## config.mk

```make
export PLATFORM = sky130hd
export DESIGN_NAME = elastic_pipe
export DESIGN_NICKNAME = d
export VERILOG_FILES = /design/src/rtl/elastic_pipe.sv
export SDC_FILE = /design/constraint.sdc
export NUM_CORES = 1
export LEC_CHECK = 0
export ABC_AREA = 1
export CAP_MARGIN = 20
export CORE_MARGIN = 1
export CORE_UTILIZATION = 45
export CTS_BUF_LIST = sky130_fd_sc_hd__clkbuf_4 sky130_fd_sc_hd__clkbuf_8
export DETAILED_ROUTE_END_ITERATION = 8
export PLACE_DENSITY_LB_ADDON = 0.12
export SYNTH_ARGS = -nofsm -noshare
export SYNTH_HDL_FRONTEND = slang
export SYNTH_SLANG_ARGS = --single-unit
export TNS_END_PERCENT = 10
```

## constraint.sdc

```tcl
create_clock -name clk -period 2.3 [get_ports clk]
set_input_delay 0.345 -clock clk [delete_from_list [all_inputs] [get_ports clk]]
set_output_delay 0.345 -clock clk [all_outputs]
set_load 0.03 [all_outputs]
```

## src/rtl/elastic_pipe.sv

```systemverilog
// Elastic register pipeline: WIDTH-bit words through DEPTH valid-tagged stages with a
// valid/ready handshake, per-stage backpressure, bubble collapsing, flush and occupancy count.
module elastic_pipe #(
    parameter int WIDTH = 8,
    parameter int DEPTH = 4,
    parameter int CW    = $clog2(DEPTH + 1)
) (
    input  logic             clk,
    input  logic             rst,
    input  logic             flush,
    input  logic             in_valid,
    input  logic [WIDTH-1:0] in_data,
    output logic             in_ready,
    output logic             out_valid,
    output logic [WIDTH-1:0] out_data,
    input  logic             out_ready,
    output logic [CW-1:0]    count
);

    logic [DEPTH-1:0] r_valid;
    logic [WIDTH-1:0] r_data [DEPTH];
    logic [CW-1:0]    r_count;

    logic [DEPTH-1:0] w_adv;
    logic             w_in_fire;
    logic             w_out_fire;
    logic [CW-1:0]    w_count_d;

    // A stage may move when it is empty or everything downstream of it moves.
    always_comb begin
        w_adv            = '0;
        w_adv[DEPTH-1]   = !r_valid[DEPTH-1] || out_ready;
        for (int i = DEPTH - 2; i >= 0; i--) begin
            w_adv[i] = !r_valid[i] || w_adv[i+1];
        end
    end

    assign in_ready   = w_adv[0] && !flush;
    assign out_valid  = r_valid[DEPTH-1];
    assign out_data   = r_data[DEPTH-1];
    assign count      = r_count;
    assign w_in_fire  = in_valid && in_ready;
    assign w_out_fire = out_valid && out_ready;

    always_comb begin
        w_count_d = r_count;
        unique case ({w_in_fire, w_out_fire})
            2'b10:   w_count_d = r_count + CW'(1);
            2'b01:   w_count_d = r_count - CW'(1);
            default: w_count_d = r_count;
        endcase
    end

    always_ff @(posedge clk) begin
        if (rst) begin
            r_valid <= '0;
            r_count <= '0;
            for (int i = 0; i < DEPTH; i++) begin
                r_data[i] <= '0;
            end
        end else if (flush) begin
            // Data registers are left alone; only the valid tags are dropped.
            r_valid <= '0;
            r_count <= '0;
        end else begin
            if (w_adv[0]) begin
                r_valid[0] <= w_in_fire;
                if (w_in_fire) begin
                    r_data[0] <= in_data;
                end
            end
            for (int i = 1; i < DEPTH; i++) begin
                if (w_adv[i]) begin
                    r_valid[i] <= r_valid[i-1];
                    if (r_valid[i-1]) begin
                        r_data[i] <= r_data[i-1];
                    end
                end
            end
            r_count <= w_count_d;
        end
    end

endmodule

```

* Word level (Yosys, flattened, before mapping)
Memory sizes are Yosys's and may differ from the RTL's.
Cells that the tools add are included.
** Cells by class
- Mux-type cells :: 27
- Add/sub/neg operators :: 2
- Bitwise operators :: 4
- Reductions and logical operators :: 14
- Eq/ne operators :: 2
** Operator list (count)
- $mux W8 :: 4
- $mux W1 :: 22
- $pmux W3 S2 :: 1
- $logic_not A1 Y1 :: 5
- $logic_or A1 B1 Y1 :: 4
- $or A1 B1 Y1 :: 4
- $add A3 B1 Y3 const B :: 1
- $logic_and A1 B1 Y1 :: 3
- $sub A3 B1 Y3 const B :: 1
- $eq A2 B1 Y1 const B :: 1
- $eq A2 B2 Y1 const B :: 1
- $reduce_bool A2 Y1 :: 1
- $reduce_or A2 Y1 :: 1
** Word-level totals
- Memories :: 1
- Output and inout port bits :: 13
- Logic and storage cells :: 55
- Input bits :: 13
- Bits in writable memories :: 32
- Bits in registers :: 7
** Memories
- r_data :: words 4, width 8, read ports 4, clocked after Yosys merged registers in 0, wr ports 4, line 21 : logic [WIDTH-1:0] r_data [DEPTH];

* Logic depth before layout (Yosys ltp)
Gate-level depths: netlist (run 1).
- Word-level depth :: 13
- Depth in mapped cells :: 11
- Depth with buffers taken out :: 11

* Worst setup path before layout (run 1)
Ideal clock, no wire load.
- Path kind :: reg-to-reg
- Start point :: reg r_valid[3]
- End point :: reg r_count[2] (netlist: count[2])
- Slack :: 449 ps
- Buffers on the path :: 0
- Required time :: 2187 ps
- Stages on the path, launching flop included :: 12
- Data arrival time :: 1738 ps
- Clock period less this slack :: 1851 ps
- Library setup time :: 113 ps
- Path through :: dfxtp_1 inv_1 nor2_4 nand4_4 nand3_1 ha_1 fa_1 o21ai_0 a21oi_1 nand2_1 nand2_1 nor2_1
** Between the ends
- Word-level cells in the longest chain between the ends :: 9
** Ends and longest elaborated chain
- start: declaration :: line 20 : logic [DEPTH-1:0] r_valid;
- start signal: indexed assignment :: line 74 : r_valid[i] <= r_valid[i-1];
- $logic_not A1 Y1 :: line 32 : w_adv[DEPTH-1] = !r_valid[DEPTH-1] || out_ready;
- $logic_or A1 B1 Y1 :: line 32
- $logic_or A1 B1 Y1 (3 in series) :: line 34 : w_adv[i] = !r_valid[i] || w_adv[i+1];
- $logic_and A1 B1 Y1 :: line 38 : assign in_ready = w_adv[0] && !flush;
- $logic_and A1 B1 Y1 :: line 42 : assign w_in_fire = in_valid && in_ready;
- $eq A2 B1 Y1 or $eq A2 B2 Y1 (tied branches) :: line 47 : unique case ({w_in_fire, w_out_fire})
- $pmux W3 S2 or $reduce_bool A2 Y1 (tied branches)
- end signal: assignment :: line 80 : r_count <= w_count_d;
- end: declaration :: line 22 : logic [CW-1:0] r_count;
Parallel ways exist; a longest one is shown, timed or not.
A chain may end at the register's enable or synchronous reset.

* Worst setup path in the final report (run 1)
- Start point :: in out_ready
- End point :: out in_ready
** Between the ends
- Word-level cells in the longest chain between the ends :: 5
** Ends and longest elaborated chain
- start: declaration :: line 16 : input logic out_ready,
- $logic_or A1 B1 Y1 :: line 32
- $logic_or A1 B1 Y1 (3 in series) :: line 34
- $logic_and A1 B1 Y1 :: line 38
- end: declaration :: line 13 : output logic in_ready,
Every way passes these cells.

==> flow_results.xml, run 1 <==
<?xml version="1.0" encoding="UTF-8"?>
<metrics>
  <group name="timing">
    <metric name="relSlewSlack" unit="%">77.32</metric>
    <metric name="final_period_minus_worst_setup_slack" unit="ps">2222</metric>
    <metric name="maxClockFrequency" unit="MHz">450.0</metric>
    <metric name="clock_skew" unit="ps">5.521</metric>
    <metric name="worst-slew-pin-transition" unit="ps">339.4</metric>
    <metric name="slew_violations" unit="">0</metric>
    <metric name="setup_repair_after_global_routing_missed_its_margin" unit="">no</metric>
    <metric name="hold_viol" unit="">0</metric>
    <metric name="final-setup-viol-count" unit="">0</metric>
    <metric name="period_share" unit="%">96.61</metric>
    <metric name="totalNegativeSetupSlack" unit="ps">0</metric>
  </group>
  <group name="global_routing">
    <metric name="first_global_vias" unit="">1011</metric>
    <metric name="grt_first_pass_wirelength" unit="µm">4195</metric>
    <metric name="gr-usage-all-layers" unit="%">13.69</metric>
    <metric name="grt_start_max_net_pins" unit="">13</metric>
    <metric name="gr-total-overflow" unit="">0</metric>
    <metric name="grt_antenna_before_repair" unit="">0</metric>
  </group>
  <group name="detailed_routing">
    <metric name="via_per_inst" unit="">4.415</metric>
    <metric name="detail_route.wl_per_cell" unit="µm">10.07</metric>
    <metric name="routed_wl" unit="µm">2356</metric>
    <metric name="initialDrtViolationCount" unit="">21</metric>
    <metric name="vias" unit="">1033</metric>
    <metric name="post-route-drc-count" unit="">1</metric>
    <metric name="first_pass_iters" unit="">6</metric>
    <metric name="ant_nets" unit="">0</metric>
  </group>
  <group name="yosys">
    <metric name="synth_enable_flop_cells" unit="">32</metric>
    <metric name="synth.distinct_cells" unit="">19</metric>
    <metric name="postSynth.asyncResetShare" unit="%">0</metric>
    <metric name="synth.area.top_cells" unit="">edfxtp_1 56%, inv_1 8.7%, dfxtp_1 8.1%</metric>
    <metric name="yosys_warnings" unit="">0</metric>
    <metric name="syn_area" unit="mm²">0.001722</metric>
    <metric name="synth-seq-area-share" unit="%">63.95</metric>
    <metric name="synth_ff_type" unit="">edfxtp_1</metric>
    <metric name="cells_after_synth" unit="">157</metric>
    <metric name="synth_top_area_share" unit="%">55.81</metric>
    <metric name="synth_top_area_cell" unit="">edfxtp_1</metric>
    <metric name="syn-mean-instance-area" unit="µm²">10.97</metric>
    <metric name="synth_nets" unit="">172</metric>
    <metric name="postSynthRegisterBits" unit="">39</metric>
  </group>
  <group name="floorplan">
    <metric name="placeableCoreArea" unit="mm²">0.003661</metric>
    <metric name="pin_count" unit="">26</metric>
    <metric name="initial_core_util" unit="%">47.03</metric>
    <metric name="std_cell_rows" unit="">22</metric>
    <metric name="design.die.area" unit="mm²">0.004077</metric>
    <metric name="die-width" unit="µm">63.86</metric>
    <metric name="die_y" unit="µm">63.86</metric>
  </group>
  <group name="clock_tree">
    <metric name="postCtsResizedCells" unit="">0</metric>
    <metric name="cts_tree" unit="">built</metric>
    <metric name="cts_made_buffers" unit="">5</metric>
    <metric name="post_cts.repair.setup_buffers" unit="">0</metric>
    <metric name="clock_tree.root_cell" unit="">clkbuf_8</metric>
    <metric name="cts_htree_levels" unit="">2</metric>
    <metric name="cts.reportedPaths.clkPinSlew" unit="ps">70</metric>
    <metric name="worst_skew_pair.late_latency" unit="ps">280</metric>
    <metric name="cts_hold_repair.buffers" unit="">0</metric>
    <metric name="cts_buffer_depth" unit="">2</metric>
    <metric name="clock_sink_count" unit="">39</metric>
  </group>
  <group name="status">
    <metric name="violations" unit="">design-rule violations</metric>
    <metric name="outcome" unit="">finished, violations left</metric>
  </group>
  <group name="job">
    <metric name="cap_violations" unit="">0</metric>
  </group>
  <group name="worst_setup_path">
    <metric name="critPathArrivalTime" unit="ps">1880</metric>
    <metric name="setup.reg_to_reg.worst_slack" unit="ps">480</metric>
    <metric name="worst-r2r-cell-count" unit="">11</metric>
    <metric name="cp-start-kind" unit="">input port</metric>
    <metric name="reg2reg_to" unit="">count[2]</metric>
    <metric name="maximum_fanout_along_the_worst_path" unit="">5</metric>
    <metric name="worst-endpoint-required" unit="ps">1960</metric>
    <metric name="setup.worst_path.class" unit="">input port to output port</metric>
    <metric name="critPathCaptureType" unit="">output port</metric>
    <metric name="rr_startpoint" unit="">r_valid[3]</metric>
  </group>
  <group name="min_path">
    <metric name="worstHoldPathType" unit="">register to register</metric>
    <metric name="whs_endpoint" unit="">count[2]</metric>
    <metric name="min_from" unit="">count[2]</metric>
    <metric name="worstHoldPathCells" unit="">2</metric>
  </group>
  <group name="placed_design">
    <metric name="dpl.hpwl" unit="µm">1814</metric>
    <metric name="routabilityCongestion" unit="">0.7212</metric>
    <metric name="portBuffers" unit="">25</metric>
  </group>
  <group name="layout">
    <metric name="layout.filler_cells" unit="">308</metric>
    <metric name="layout.core_utilization" unit="%">57.11</metric>
    <metric name="insertedDiodeCount" unit="">0</metric>
    <metric name="register_area" unit="mm²">0.001101</metric>
    <metric name="design.final.nets" unit="">200</metric>
    <metric name="proportion_of_layout_cells_with_a_drive_suffix_above_1" unit="%">12.90</metric>
    <metric name="area_used_by_multi_input_combinational_logic" unit="µm²">402.9</metric>
    <metric name="layout-area-overhead-vs-synth" unit="%">21.44</metric>
  </group>
  <group name="power_and_ir_drop">
    <metric name="total_leakage_power" unit="nW">0.8539</metric>
    <metric name="power_density" unit="mW/mm²">647.7</metric>
    <metric name="irDropWorstVdd" unit="µV">436.9</metric>
  </group>
</metrics>
-- cells in the mapped netlist, types with 2 or more instances --
master,instances
a21oi_1,5
buf_4,8
dfxtp_1,7
edfxtp_1,32
inv_1,40
inv_2,2
nand2_1,9
nand3_1,2
nand3_4,3
nand4_4,2
nor2_1,36
nor2_2,2
nor2_4,2
o21ai_0,2
-- where the power goes --
part / switching, mW / leakage, nW / internal, mW
clock: 0.225 / 0.0446 / 0.224
sequential: 0.0101 / 0.388 / 0.792
combinational: 0.0581 / 0.421 / 0.0456
total: 0.293 / 0.854 / 1.06
-- cell type report --
type / count / share of cell area (%)
well taps: 48 / 2.873
flip-flops and latches: 39 / 52.66
multi-input cells: 68 / 19.27
repair buffers: 29 / 13.41
clock inverters: 2 / 0.5984
clock buffers: 6 / 3.651
inverters: 42 / 7.540
-- layer usage --
layer  routed length (µm)  vias up  global-route usage, %
met1                  954      477                  14.12
li1                     -      530                      -
met2                 1295       24                  25.13
met5                    0        -                      0
met3                   91        2                  4.821
met4                   14        0                  5.114
-- sequential cells by signal (all words and copies together), names as in the netlist --
name     flops
r_valid      4
r_data      32
count        3
-- critical path, stage by stage --
cell and delay (ps):
clkdlybuf4s50_1 460, nor2_4 210, nand4_4 140, inv_2 100, nor2_1 40, clkdlybuf4s50_1 580
-- through the flow --
stage                     hold slack [ps]  instances  cell area [µm²]  power, mW  worst slack (ps)
after floorplan                     455.4        157             1722     0.8762             448.7
after global placement              481.3        226             2002     0.9186             80.94
after detailed placement            492.7        226             2002     0.9234             13.42
after CTS                           507.9        234             2091      1.371             63.02
after global routing                521.1        234             2091      1.421             4.643
final                               506.6        234             2091      1.354             78.01
-- how the worst max path moves through the flow --
stage	cells after the start	end	slack (ps)	from
after floorplan	11	count[2]	450	r_valid[3]
after global placement	10	count[2]	80	out_ready
after detailed placement	11	count[2]	10	out_ready
after CTS	6	in_ready	60	out_ready
after global routing	6	in_ready	5	out_ready
final	6	in_ready	80	out_ready
-- cell families (layout without fill, tap and decap cells) --
family          after synthesis  after routing  share of synthesized area [%]
simple gates                 57             57                          18.53
xor+xnor                      1              1                         0.5088
fa+ha+maj                     2              2                          1.889
compound gates                8              8                          2.471
buf+inv                      50             79                          12.65
flops                        39             39                          63.95
-- placed cells by master, fill, tap and decap left out --
cell,synthesis,final
clkbuf_4,0,1
dfxtp_1,7,7
edfxtp_1,32,32
xor2_1,1,1
inv_2,2,2
nor2_4,2,2
nor2_1,36,36
clkinv_2,0,1
buf_4,8,4
o31ai_1,1,1
clkbuf_8,0,5
clkdlybuf4s50_1,0,25
nor2_2,2,2
nand2_1,9,9
nand3_4,3,3
nand3_1,2,2
o21ai_0,2,2
nand3_2,1,1
inv_1,40,40
a21oi_1,5,5
ha_1,1,1
fa_1,1,1
clkinvlp_4,0,1
nand4_4,2,2
Note: power is estimated with default switching activity, not from simulation.
==> run 2: changes to the inputs <==
Settings changed: CAP_MARGIN 20 to default.
==> results of run 2 <==
Final layout, timing and power as in run 1 (identical DEF).
